--- src/rtl/iter_multdiv_unit.sv ---
// ============================================================================
// Module   : iter_multdiv_unit
// Purpose  : Iterative signed multiply (shift-add) / divide (restoring) unit
//            with a one-cycle completion pulse. Optional macro
//            MULTDIV_EARLY_EXIT_EN finishes zero-operand cases in one step.
// Revision : 1.0
// ============================================================================
`default_nettype none

module iter_multdiv_unit #(
  parameter int WIDTH = 32,
  parameter int CNT_W = 6
) (
  input  logic             clock,
  input  logic             reset,
  input  logic [WIDTH-1:0] data_operandA,
  input  logic [WIDTH-1:0] data_operandB,
  input  logic             ctrl_MULT,
  input  logic             ctrl_DIV,
  output logic [WIDTH-1:0] data_result,
  output logic             data_exception,
  output logic             data_resultRDY
);

  localparam logic [1:0] S_IDLE = 2'd0;
  localparam logic [1:0] S_MULT = 2'd1;
  localparam logic [1:0] S_DIV  = 2'd2;
  localparam logic [1:0] S_DONE = 2'd3;

  localparam logic [CNT_W-1:0] C_LAST_CNT   = CNT_W'(WIDTH);
  localparam logic [CNT_W-1:0] C_FINAL_ITER = CNT_W'(WIDTH - 1);

  logic [1:0]         state_q,  state_d;
  logic [CNT_W-1:0]   cnt_q,    cnt_d;
  logic [2*WIDTH-1:0] mcand_q,  mcand_d;
  logic [WIDTH-1:0]   mplier_q, mplier_d;
  logic [2*WIDTH-1:0] acc_q,    acc_d;
  logic [WIDTH-1:0]   rem_q,    rem_d;
  logic [WIDTH-1:0]   quo_q,    quo_d;
  logic [WIDTH-1:0]   dvsr_q,   dvsr_d;
  logic               neg_q,    neg_d;
  logic               dz_q,     dz_d;
  logic               early_q,  early_d;
  logic [WIDTH-1:0]   result_q, result_d;
  logic               exc_q,    exc_d;

  logic               w_start;
  logic [WIDTH-1:0]   w_abs_a;
  logic [WIDTH-1:0]   w_abs_b;
  logic               w_early_mult;
  logic               w_early_div;
  logic [2*WIDTH-1:0] w_addend;
  logic [WIDTH:0]     w_rem_sh;
  logic [WIDTH-1:0]   w_rem_sub;
  logic               w_fits;
  logic [WIDTH-1:0]   w_quo_signed;
  logic               w_mul_exc;
  logic [WIDTH:0]     w_prod_hi;

  assign w_start = ctrl_MULT | ctrl_DIV;
  assign w_abs_a = data_operandA[WIDTH-1] ? (~data_operandA + 1'b1) : data_operandA;
  assign w_abs_b = data_operandB[WIDTH-1] ? (~data_operandB + 1'b1) : data_operandB;

`ifdef MULTDIV_EARLY_EXIT_EN
  assign w_early_mult = (data_operandA == '0) | (data_operandB == '0);
  assign w_early_div  = (data_operandB == '0);
`else
  assign w_early_mult = 1'b0;
  assign w_early_div  = 1'b0;
`endif

  // The final multiplier bit carries negative weight in two's complement.
  assign w_addend = !mplier_q[0]              ? '0 :
                    (cnt_q == C_FINAL_ITER)   ? ('0 - mcand_q) : mcand_q;

  assign w_rem_sh  = {rem_q, quo_q[WIDTH-1]};
  assign w_fits    = (w_rem_sh >= {1'b0, dvsr_q});
  assign w_rem_sub = w_rem_sh[WIDTH-1:0] - dvsr_q;

  assign w_quo_signed = neg_q ? (~quo_q + 1'b1) : quo_q;
  assign w_prod_hi    = acc_q[2*WIDTH-1:WIDTH-1];
  assign w_mul_exc    = !((&w_prod_hi) | ~(|w_prod_hi));

  // State register
  always_ff @(posedge clock or posedge reset) begin
    if (reset) state_q <= S_IDLE;
    else       state_q <= state_d;
  end

  // Next-state logic; a start pulse overrides whatever is in flight
  always_comb begin
    state_d = state_q;
    case (state_q)
      S_IDLE: state_d = S_IDLE;
      S_MULT,
      S_DIV:  if (early_q || (cnt_q == C_LAST_CNT)) state_d = S_DONE;
      S_DONE: state_d = S_IDLE;
      default: state_d = S_IDLE;
    endcase
    if (ctrl_MULT)     state_d = S_MULT;
    else if (ctrl_DIV) state_d = S_DIV;
  end

  // Output logic
  always_comb begin
    data_resultRDY = (state_q == S_DONE);
  end

  assign data_result    = result_q;
  assign data_exception = exc_q;

  always_comb begin
    cnt_d    = cnt_q;
    mcand_d  = mcand_q;
    mplier_d = mplier_q;
    acc_d    = acc_q;
    rem_d    = rem_q;
    quo_d    = quo_q;
    dvsr_d   = dvsr_q;
    neg_d    = neg_q;
    dz_d     = dz_q;
    early_d  = early_q;
    result_d = result_q;
    exc_d    = exc_q;

    if (w_start) begin
      cnt_d    = '0;
      mcand_d  = {{WIDTH{data_operandA[WIDTH-1]}}, data_operandA};
      mplier_d = data_operandB;
      acc_d    = '0;
      rem_d    = '0;
      quo_d    = w_abs_a;
      dvsr_d   = w_abs_b;
      neg_d    = data_operandA[WIDTH-1] ^ data_operandB[WIDTH-1];
      dz_d     = (data_operandB == '0);
      early_d  = ctrl_MULT ? w_early_mult : w_early_div;
    end else if ((state_q == S_MULT) && (cnt_q != C_LAST_CNT)) begin
      acc_d    = acc_q + w_addend;
      mcand_d  = mcand_q << 1;
      mplier_d = mplier_q >> 1;
      cnt_d    = cnt_q + 1'b1;
    end else if ((state_q == S_DIV) && (cnt_q != C_LAST_CNT)) begin
      rem_d    = w_fits ? w_rem_sub : w_rem_sh[WIDTH-1:0];
      quo_d    = {quo_q[WIDTH-2:0], w_fits};
      cnt_d    = cnt_q + 1'b1;
    end

    // Early exits see acc_q = 0 or dz_q = 1, so the normal finalize still applies.
    if (state_d == S_DONE) begin
      if (state_q == S_MULT) begin
        result_d = acc_q[WIDTH-1:0];
        exc_d    = w_mul_exc;
      end else if (dz_q) begin
        result_d = '0;
        exc_d    = 1'b1;
      end else begin
        result_d = w_quo_signed;
        exc_d    = quo_q[WIDTH-1] & ~neg_q;
      end
    end
  end

  always_ff @(posedge clock or posedge reset) begin
    if (reset) begin
      cnt_q    <= '0;
      mcand_q  <= '0;
      mplier_q <= '0;
      acc_q    <= '0;
      rem_q    <= '0;
      quo_q    <= '0;
      dvsr_q   <= '0;
      neg_q    <= 1'b0;
      dz_q     <= 1'b0;
      early_q  <= 1'b0;
      result_q <= '0;
      exc_q    <= 1'b0;
    end else begin
      cnt_q    <= cnt_d;
      mcand_q  <= mcand_d;
      mplier_q <= mplier_d;
      acc_q    <= acc_d;
      rem_q    <= rem_d;
      quo_q    <= quo_d;
      dvsr_q   <= dvsr_d;
      neg_q    <= neg_d;
      dz_q     <= dz_d;
      early_q  <= early_d;
      result_q <= result_d;
      exc_q    <= exc_d;
    end
  end

endmodule

`default_nettype wire

--- config.mk ---
export PLATFORM = sky130hd
export DESIGN_NAME = iter_multdiv_unit
export DESIGN_NICKNAME = d
export VERILOG_FILES = /design/src/rtl/iter_multdiv_unit.sv
export SDC_FILE = /design/constraint.sdc
export NUM_CORES = 1
export LEC_CHECK = 0
export CORE_UTILIZATION = 30
export DETAILED_ROUTE_END_ITERATION = 10
export DONT_BUFFER_PORTS = 1
export PLACE_DENSITY_LB_ADDON = 0.25
export SYNTH_ARGS = -nofsm -noshare
export SYNTH_HDL_FRONTEND = slang
export SYNTH_SLANG_ARGS = --single-unit
--- constraint.sdc ---
create_clock -name clock -period 18.8 [get_ports clock]
set_input_delay 0.94 -clock clock [delete_from_list [all_inputs] [get_ports clock]]
set_output_delay 0.94 -clock clock [all_outputs]
set_load 0.05 [all_outputs]
; Word level (Yosys, flattened, before mapping)
; Cells that the tools add are included.
[word_totals]
latchBits = 0
output_inout_bits = 34
n_memories = 0
rom_bits = 0
reg_bits = 299
ram_bits = 0
[op_classes]
n_mul = 0
shifts = 0
muxes = 29
addsub = 7
div_mod_pow = 0
n_bitwise = 9
n_reduce_logical = 13
n_lt_le_gt_ge = 1
eq_ne = 8
[op_table]
columns = op, n
row1 = 32-bit 2-to-1 mux, 14
row2 = 64-bit 2-to-1 mux, 6
row3 = "32-bit by 1-bit adder with 32-bit output, second input constant", 3
row4 = 32-bit inverter, 3
row5 = 64-bit adder, 1
row6 = "1-bit by 64-bit subtractor with 64-bit output, first input constant", 1
row7 = 33-bit by 32-bit >= comparator with 1-bit output, 1
row8 = 33-bit AND reduction, 1
row9 = 33-bit OR reduction, 1
row10 = 32-bit logical NOT, 1
row11 = 32-bit subtractor, 1
row12 = 6-bit 2-to-1 mux, 3
row13 = "6-bit by 1-bit adder with 6-bit output, second input constant", 1
row14 = "2-bit == test, second input constant", 3
row15 = "6-bit by 5-bit == test with 1-bit output, second input constant", 1
row16 = "6-bit == test, second input constant", 1
row17 = 2-bit 2-to-1 mux, 3
row18 = "6-bit inequality test, second input constant", 1
row19 = 2-bit one-hot mux with 2 select lines, 1
row20 = 2-bit nonzero test, 2
row21 = 2-bit OR reduction, 2
row22 = 3-bit nonzero test, 1
row23 = "2-bit by 1-bit == test with 1-bit output, second input constant", 1
row24 = 1-bit logical AND, 2
row25 = other kinds (9), 12

; Depth between registers and ports, before layout
[logic_depth]
depth_word = 6
ltp_mapped = 22

; Least setup slack after synthesis
; Ideal clock, no wire load.
[synth_path]
kind = reg-to-reg
startpoint = reg mcand_q[14]
endpoint = reg acc_q[63]
n_path_buf = 1
required_ps = 18722
path_stages_with_launch = 22
slack_ps = 13788
setup_time_ps = 78
synth_period_minus_slack_ps = 5012
t_arrival_ps = 4934
path_cell_list = dfrtp_1 > or3_4 > or4_4 > nor4_4 > nand2_1 > or3_1 > o41ai_1 > xnor2_1 > and2_1 > ha_1 > clkbuf_1 > nand4_1 > a21oi_1 > o31ai_1 > nand2_1 > a21oi_1 > or2_1 > o211ai_1 > o311ai_4 > and3_2 > or4_1 > a21oi_1
[synth_via]
elab_chain_cells = 6
[synth_rtl]
columns = element, line
row1 = "start, declared", 35  ; logic [2*WIDTH-1:0] mcand_q, mcand_d;
row2 = "start signal, assigned", 179  ; mcand_q <= mcand_d;
row3 = 1-bit by 64-bit subtractor with 64-bit output, 74  ; (cnt_q == C_FINAL_ITER) ? ('0 - mcand_q) : mcand_q;
row4 = 64-bit 2-to-1 mux *, 74
row5 = 64-bit 2-to-1 mux *, 73  ; assign w_addend = !mplier_q[0] ? '0 :
row6 = 64-bit adder *, 138  ; acc_d = acc_q + w_addend;
row7 = 64-bit 2-to-1 mux *, 137  ; end else if ((state_q == S_MULT) && (cnt_q != C_LAST_CNT)) begin
row8 = 64-bit 2-to-1 mux *, 126  ; if (w_start) begin
row9 = "end signal, assigned", 168  ; acc_q <= '0;
row10 = "end signal, assigned", 181  ; acc_q <= acc_d;
row11 = "end, declared", 37  ; logic [2*WIDTH-1:0] acc_q, acc_d;
; Mark *: on every way between the ends. The rest lies on a longest branch, timed or not. The select of a mux whose other input is x is not followed.
; A chain may end at the register's enable or synchronous reset.

; Final worst setup path
[layout_path]
startpoint = reg mcand_q[4]
endpoint = reg acc_q[63]
; Same word-level chain as after synthesis.

==> impl_results.md <==
- H-tree levels: 2
- Crit Path Category: reg2reg
- Clock Sinks: ~300
- Setup TNS: 0 ns
- Cell repeated most along the worst path: nor2_1
- Most frequent cells in the layout: nand2_1, dfrtp_1, nor2_1
- Post-DRT Antenna Nets: 0
- Die span in x: about 270 µm
- Mapped Cells: ~2,800
- Final-stage net count: 2,831
- Cell taking the most area after synthesis: dfrtp_1
- Slowest stage delay, CP: 0.64 ns
- Fmax: about 160 MHz
- Placer Congestion: about 0.9
- Async SR Flop Fraction: 100%
- Initial Utilization: slightly above 30%
- Clock transition at the registers of the reported paths: about 0.06 ns
- Worst hold path type: in2async
- Mux share of post-synthesis cell area: under 10%
- I/O Pins: a little over 100
- Crit start category: flop
- Iter 0 DRT Violations: between 1,500 and 2,000
- Pre-antenna DRT Iters: 6
- Unrepaired setup endpoints after global routing: no
- Final setup violation count: 0
- Hold Buf Count CTS: 0
- CTS Buffer Depth: 3
- Mean post-synth cell area: ~8 µm²
- Arr. time, crit path: between 6 and 7 ns
- WL/cell: around 19 µm
- Max Fanout on Critical Path: 8
- XOR/XNOR share of the synthesized area: under 10%
- Max stage delay cell, worst path: nor4b_1
- First-pass GRT wire length: around 110,000 µm
- Via count: between 15,000 and 20,000
- Pre-CTS WS: around 13 ns
- Commonest non-fill, non-tap cell in the layout: nand2_1
- DRC viols: 0
- Vias per cell: between 5 and 6
- Worst VDD drop: 0.0732 mV
- #FFs+latches synth: ~300
- Post-Synth Simple-Gate Area: between 20% and 30%
- Top FF cell, synth: dfrtp_1
- Post-DP Area: between 0.02 and 0.025 mm²
- Layout cells sized above 1: 4.40%
- Core Region: 0.0717 mm²
- Part of the Yosys area used for sequential elements: around 34%
- Layout Utilization: 33.3%
- Row cnt: 98
- DP Wirelength: ~49,000 µm
- Synth Area in Compound Gates: a little under a quarter
- Cell Pwr Density: between 80 and 90 mW/mm²
- Rel. slew slack: between 20% and 30%
- Clock root buffer master: clkbuf_16
- P_leak: 10.2 nW
- Via count of the first global-routing pass: 19,000
- IO buf count: 0
- Synth area leaders: dfrtp_1, nand2_1, ha_1
- Die area: between 0.07 and 0.08 mm²
- Worst Clk Skew: about 0.048 ns
- Post-CTS sizing: 0
- Max Slew Vio Count: 0
- Crit path time final: 6.28 ns
- Area Growth Syn to Fin: 9.28%
- Syn. warnings: 0
- Post-synth EDFFs: 0
- Total Routing Usage GR: between 10% and 20%
- CP Capture Type: flop
- CP cell instances: nor4_1, nand2_1, nor2_1, nand3_1, o21ai_0, xnor2_1, and2_1, ha_1, nand4_1, nor2_1, nor4b_1, a2111oi_0, or2_1, o211ai_1, o311ai_4, and3_2, or4_1, a21oi_1
- Post-CTS Setup Bufs: 0
- Post-Route WL: roughly 68,000 µm
- Outcome: finished clean
- Final Cell Area: 0.0239 mm²
- Mapped Nets: about 2,900
- Fin crit share: 33.4%
- Fin. Hold Viols: 0
- Largest family of logic cells by synthesized area: compound AO/OA/AOI/OAI gates
- Synth Area in Adders: 6.14%
- Cell variety after synth: 81
- Final WS setup: around 13 ns
- Die Y: around 270 µm
- Initial antenna violation count: 0
- Clk Latency, worst-skew pair: 0.57 ns
- Largest net degree at the start of global routing: 106
- Worst slew pin tran: between 1 and 1.5 ns
- Inserted Diodes: 0
- Worst r2r path cells: 18
- Top-area cell type share of the netlist area: between 30% and 40%
- CTS tree: yes
- Global route total overflow: 0
- Worst endpoint required time: around 19 ns
- Post-Syn Area: approximately 0.022 mm²
- CTS Buf Count: 39
- Max Cap Violations: 0
## cell type report
cell class | instances | area (µm²)
multi-input cells | 2211 | 13400
flip-flops and latches | 299 | 7480
clock buffers | 59 | 1160
well taps | 950 | 1190
inverters | 82 | 315
fillers | 7499 | 47900
clock inverters | 8 | 83.8
repair buffers | 24 | 180
## final timing paths
kind | slack, ns | to | start
hold / removal | 0.32 | data_result[9] | reset
setup / recovery | 12.52 | acc_q[63] | mcand_q[4]
min in group clock | 0.46 | quo_q[14] | data_operandA[14]
hold reg to reg | 0.48 | dvsr_q[16] | dvsr_q[16]
max in group asynchronous | 16.16 | mplier_q[9] | reset
setup reg to reg | 12.52 | acc_q[63] | mcand_q[4]
## registers in the layout, indices dropped and copies added (netlist names)
| name | flops |
|---|---|
| acc_q | 64 |
| cnt_q | 6 |
| data_exception | 1 |
| data_result | 32 |
| dvsr_q | 32 |
| dz_q | 1 |
| mcand_q | 64 |
| mplier_q | 32 |
| neg_q | 1 |
| quo_q | 32 |
| rem_q | 32 |
| state_q | 2 |
## metal layers
metal,vias to the layer above,GRT usage [%],routed length (µm)
li1,9609,-,-
met4,0,4.46,1280
met3,77,3.49,4220
met2,484,29.7,31200
met5,-,0,0
met1,9457,24.5,30900
## cell families (layout without fill, tap and decap cells)
logic type | Yosys count | count (layout)
compound gates | 816 | 816
xor+xnor | 211 | 211
fa+ha+maj | 106 | 106
buf+inv | 253 | 173
flops | 299 | 299
mux | 33 | 33
simple gates | 1045 | 1045
## metrics by stage
step           cells  hold WS [ns]  total power, mW
2_1_floorplan   2763         0.443             1.19
3_3_place_gp    3566         0.467             1.29
3_5_place_dp    3566         0.471             1.29
4_1_cts         3633         0.373             2.05
5_1_grt         3633         0.400             2.13
6_report        3633         0.320             2.03
## cells in the mapped netlist (all sizes together) (19+ instances only)
master    n
mux2i    32
nand3    48
o31ai    51
o21bai   19
a31oi   106
clkbuf  157
o41ai    22
ha      104
and3     22
xor2     79
nor4     29
xnor2   132
a21o     54
a22oi    33
nand2   414
o21ai   187
a211oi   35
nor3     31
a21oi   242
nand2b   20
and2     62
nor2b    19
or3      35
nor2    275
nand4    45
dfrtp   299
inv      82
## power breakdown
group          switching (mW)  internal, mW
sequential              0.182         0.714
combinational           0.238         0.147
clock                   0.305         0.439
total                   0.725          1.30
## worst max-delay path, delay by kind of cell, from the launching register on
| family | cells | cell delay (ns) |
|---|---|---|
| AND/OR/NAND/NOR | 11 | 3.90 |
| XOR/XNOR | 1 | 0.08 |
| flip-flops | 1 | 0.43 |
| adder cells (fa/ha/maj) | 1 | 0.43 |
| AO/OA/AOI/OAI | 5 | 1.32 |
Note: power is estimated with default switching activity, not from simulation.
